==> src/rtl/conv_maxpool2x2.sv <==
// Streaming 2x2 max-pool behind the conv stage, one pass through a half-row line buffer.
// Optional ReLU ahead of the compare when CONV_MAXPOOL_RELU_EN is defined.
module conv_maxpool2x2 #(
   parameter int DATA_W = 16,
   parameter int ROW_W  = 4,
   parameter int ROWS   = 4
) (
   input  logic              clk,
   input  logic              rst,
   input  logic              in_valid,
   input  logic [DATA_W-1:0] pixel_in,
   output logic [DATA_W-1:0] pool_out,
   output logic              out_valid,
   output logic              frame_done
);

   localparam int LB_AW  = (ROW_W > 2) ? $clog2(ROW_W / 2) : 1;
   localparam int COL_W  = LB_AW + 1;
   localparam int ROW_AW = (ROWS > 2) ? $clog2(ROWS) : 1;
   localparam int LB_N   = 1 << LB_AW;

   function automatic logic [DATA_W-1:0] max_u(input logic [DATA_W-1:0] a,
                                                input logic [DATA_W-1:0] b);
      if (a >= b) begin
         return a;
      end else begin
         return b;
      end
   endfunction

   function automatic logic [DATA_W-1:0] condition(input logic [DATA_W-1:0] x);
`ifdef CONV_MAXPOOL_RELU_EN
      if (x[DATA_W-1]) begin
         return {DATA_W{1'b0}};
      end else begin
         return x;
      end
`else
      return x;
`endif
   endfunction

   logic [COL_W-1:0]  col_q, col_d;
   logic [ROW_AW-1:0] row_q, row_d;
   logic [DATA_W-1:0] pair_q, pair_d;
   logic [DATA_W-1:0] pool_q, pool_d;
   logic              out_valid_q, out_valid_d;
   logic              frame_done_q, frame_done_d;
   logic [DATA_W-1:0] line_buf_q [LB_N];

   logic [DATA_W-1:0] s_s;
   logic [DATA_W-1:0] pair_max_s;
   logic [DATA_W-1:0] win_max_s;
   logic [LB_AW-1:0]  lb_idx_s;
   logic              lb_wr_en_s;
   logic              last_col_s;
   logic              last_row_s;

   // Next-state for counters, pair register and the registered outputs.
   always_comb begin
      col_d        = col_q;
      row_d        = row_q;
      pair_d       = pair_q;
      pool_d       = pool_q;
      out_valid_d  = 1'b0;
      frame_done_d = 1'b0;
      lb_wr_en_s   = 1'b0;
      s_s          = condition(pixel_in);
      lb_idx_s     = col_q[COL_W-1:1];
      pair_max_s   = max_u(pair_q, s_s);
      win_max_s    = max_u(pair_max_s, line_buf_q[lb_idx_s]);
      last_col_s   = (col_q == COL_W'(ROW_W - 1));
      last_row_s   = (row_q == ROW_AW'(ROWS - 1));
      if (in_valid) begin
         // Even column parks the left sample; odd column closes a pair.
         if (col_q[0] == 1'b0) begin
            pair_d = s_s;
         end else if (row_q[0] == 1'b0) begin
            lb_wr_en_s = 1'b1;
         end else begin
            pool_d      = win_max_s;
            out_valid_d = 1'b1;
         end
         if (last_col_s) begin
            col_d = {COL_W{1'b0}};
            if (last_row_s) begin
               row_d        = {ROW_AW{1'b0}};
               frame_done_d = 1'b1;
            end else begin
               row_d = row_q + ROW_AW'(1);
            end
         end else begin
            col_d = col_q + COL_W'(1);
         end
      end else begin
         col_d = col_q;
         row_d = row_q;
      end
   end

   // State and output registers with synchronous reset.
   always_ff @(posedge clk) begin
      if (rst) begin
         col_q        <= {COL_W{1'b0}};
         row_q        <= {ROW_AW{1'b0}};
         pair_q       <= {DATA_W{1'b0}};
         pool_q       <= {DATA_W{1'b0}};
         out_valid_q  <= 1'b0;
         frame_done_q <= 1'b0;
      end else begin
         col_q        <= col_d;
         row_q        <= row_d;
         pair_q       <= pair_d;
         pool_q       <= pool_d;
         out_valid_q  <= out_valid_d;
         frame_done_q <= frame_done_d;
      end
   end

   // Line buffer holds even-row pair maxima; always written before it is read.
   always_ff @(posedge clk) begin
      if (lb_wr_en_s && !rst) begin
         line_buf_q[lb_idx_s] <= pair_max_s;
      end else begin
         line_buf_q[lb_idx_s] <= line_buf_q[lb_idx_s];
      end
   end

   assign pool_out   = pool_q;
   assign out_valid  = out_valid_q;
   assign frame_done = frame_done_q;

endmodule

==> config.mk <==
export PLATFORM = sky130hd
export DESIGN_NAME = conv_maxpool2x2
export DESIGN_NICKNAME = d
export VERILOG_FILES = /design/src/rtl/conv_maxpool2x2.sv
export SDC_FILE = /design/constraint.sdc
export NUM_CORES = 1
export LEC_CHECK = 0
export ABC_AREA = 1
export CAP_MARGIN = 20
export CORE_MARGIN = 4
export CORE_UTILIZATION = 30
export CTS_CLUSTER_SIZE = 12
export DETAILED_ROUTE_END_ITERATION = 7
export GPL_TIMING_DRIVEN = 0
export SLEW_MARGIN = 15
export SYNTH_ARGS = -nofsm -noshare
export SYNTH_HDL_FRONTEND = slang
export SYNTH_SLANG_ARGS = --single-unit
==> constraint.sdc <==
create_clock -name clk -period 4.4 [get_ports clk]
set_input_delay 0.66 -clock clk [delete_from_list [all_inputs] [get_ports clk]]
set_output_delay 0.66 -clock clk [all_outputs]
set_load 0.02 [all_outputs]
==> results.cfg <==
[outcome]
outcome = finished clean

[sta]
finalCriticalPeriod_ns = 3.98
drv_slew = 0
finalHoldViolCount = 0
slew_headroom_pct = 43.7
finalSetupViolCount = 0
grt_setup_unrepaired = false
max_clock_freq_ghz = 0.251
worst_slew_pin_slew_ns = 0.843
hold_slack_ns = 0.466
fin_skew_ns = 0.00555
fin_crit_sh_pct = 90.4
setup-tns-final_ns = 0

[worst_setup_path]
path_max_fanout = 10
startpoint_type = primary input
rr_worst_depth = 16
regToRegStartpoint = pair_q[13]$_SDFFE_PP0P_
setup.worst_path.start = pixel_in[15]
crit_end = pool_out[14]$_SDFFE_PP0P_
crit_path_end_kind = register
r2r_slack_ns = 1.00
crit_type = primary input to register
r2r_end = pool_out[14]$_SDFFE_PP0P_
crit_required_ns = 4.59
cp.arrival_ns = 4.17

[flow_run]
drv_cap = 0

[finish]
fin_area_um2 = 4800
n_antenna_cell = 0
final_cell_mix = nand2_1, a21oi_1, nand3_1
fill_cells = 1323
regArea_um2 = 1740
drive_above_1_share_pct = 8.87
area_growth_pct = 22.6
layout_commonest_cell = nand2_1
nNetsFinal = 544
fin_cells = 668
multi_input_area_um2 = 1940
final_core_util_pct = 37.8

[min_path]
hp-start = pool_out[13]$_SDFFE_PP0P_
hp-class = register to register

[clocking]
h-tree-depth = 3
cts-root-buf = clkbuf_16
cts_resized = 0
cts_setup_buffers = 0
clock_sinks = 71
cts_tree = built
insertion_delay_ns = 0.34
ctsHoldBuffers = 0
path_clk_slew_ns = 0.06
clk_path_buf_depth = 2
cts_buffers = 9

[pwr]
powerDensity_nw_per_um2 = 434
p_leak_nw = 1.94
ir_worst_vdd_mv = 0.212

[logic_synthesis]
yosysWarnings = 0
ys_seq_area_share_pct = 44.4
yosys.area_share.simple_pct = 22.1
postSynthAreaPerCell_um2 = 8.83
synthMuxAreaShare_pct = 3.83
synth_top_family_by_area = simple AND/OR/NAND/NOR gates
synthAdderAreaFrac_pct = 10.9
ys_types = 34
synthXorXnorAreaFrac_pct = 0
synth-compound-area-share_pct = 12.6
syn-instance-count = 444
syn_area_um2 = 3920
synth_fp_nets = 497
synth_seq_cells = 71

[detailed_routing]
antenna_left = 0
wl_mm = 9.25
num_vias = 3240
first_pass_iters = 4
viasPerCell = 4.85
drt_iter0_drc = 226
wl_per_cell_um = 13.8
drc = 0

[place]
dp_hpwl_mm = 7.40
numPortBuffers = 36
dpl.cell_count = 652
place_area_um2 = 4500
gp_congestion = 0.869

[grt]
grt.overflow.total = 0
grt_pass1_wl_mm = 15.3
grt_pass1_vias = 3114
grt_usage_pct = 13.0
grt_max_degree = 19
grt_antenna_before_repair = 0

[die]
start_util_pct = 30.8
die_height_um = 122
die_width_um = 122
core-area_um2 = 12700
die-area_um2 = 15000
ios = 37
rows = 41
synthesized netlist by cell type (all sizes together):
master   n  area, um^2
nand2   95         374
a21oi   50         265
nand3   50         283
dfxtp   39         781
o21ai   38         190
ha      34         425
edfxtp  32         961
inv     30         113
nand4   17         106
mux2i   15         150
buf     14         104
nor2    12        55.1
clkbuf   6        22.5
nor3     3        15.0
nor4     2        27.5
o21a     2        15.0
o21bai   2        15.0
a211oi   1        7.51
and2     1        6.26
clkinv   1        3.75
sequential cells by signal (all words and copies together) (netlist names), named ones only:
signal and count:
line_buf_q 32, pair_q 16, pool_out 16, col_q 2
row_q 2, frame_done 1, out_valid 1
where the power goes:
| group | switching (mW) | internal, mW | leakage [nW] | total, mW |
|---|---|---|---|---|
| Clock | 0.275 | 0.468 | 0.152 | 0.744 |
| Sequential | 0.0292 | 0.787 | 0.634 | 0.816 |
| Combinational | 0.321 | 0.207 | 1.16 | 0.528 |
kinds of logic after synthesis:
family	Yosys count
muxes	15
buffers and inverters	51
AOI/OAI and AO/OA	93
adders and majority gates	34
DFF	71
and+or+nand+nor	180
per-stage QoR:
step | setup WS [ns] | total power, mW
2_1_floorplan | 1.12 | 1.22
3_3_place_gp | 0.108 | 1.34
3_5_place_dp | 0.0663 | 1.35
4_1_cts | 0.399 | 2.10
5_1_grt | 0.0660 | 2.21
6_report | 0.422 | 2.09
critical path: stages:
cell             delay [ns]
clkdlybuf4s50_1        0.50
inv_1                  0.08
ha_1                   0.32
nand4_1                0.15
nor3_1                 0.27
nand2_2                0.19
buf_2                  0.22
nand3_1                0.11
nand2_1                0.11
ha_1                   0.31
nand2_1                0.09
nor4_1                 0.37
nand2_2                0.21
nand3_4                0.18
buf_8                  0.14
nand3_1                0.08
nand3_1                0.10
a21oi_1                0.08
cell type report:
type | instances | share of cell area [%]
flip-flops and latches | 71 | 36.2
multi-input cells | 322 | 40.3
clock buffers | 11 | 5.26
well taps | 172 | 4.48
plain buffers | 20 | 2.63
inverters | 31 | 2.42
repair buffers | 36 | 7.50
clock inverters | 5 | 1.17
metal layers:
| layer | track usage (%) | vias up | wire [um] |
|---|---|---|---|
| li1 | - | 1670 | - |
| met1 | 17.1 | 1487 | 4330 |
| met2 | 20.4 | 60 | 4270 |
| met3 | 1.47 | 23 | 299 |
| met4 | 8.12 | 0 | 348 |
| met5 | 0 | - | 0 |
how the worst min path moves through the flow:
| stage | to | slack (ns) | cells after the start |
|---|---|---|---|
| 2_1_floorplan | row_q[1]$_SDFFE_PP0P_ | 0.46 | 2 |
| 3_3_place_gp | pool_out[5]$_SDFFE_PP0P_ | 0.46 | 2 |
| 3_5_place_dp | pool_out[13]$_SDFFE_PP0P_ | 0.46 | 2 |
| 4_1_cts | pool_out[13]$_SDFFE_PP0P_ | 0.47 | 2 |
| 5_1_grt | pool_out[6]$_SDFFE_PP0P_ | 0.48 | 2 |
| 6_report | pool_out[13]$_SDFFE_PP0P_ | 0.47 | 2 |
Note: power is estimated with default switching activity, not from simulation.
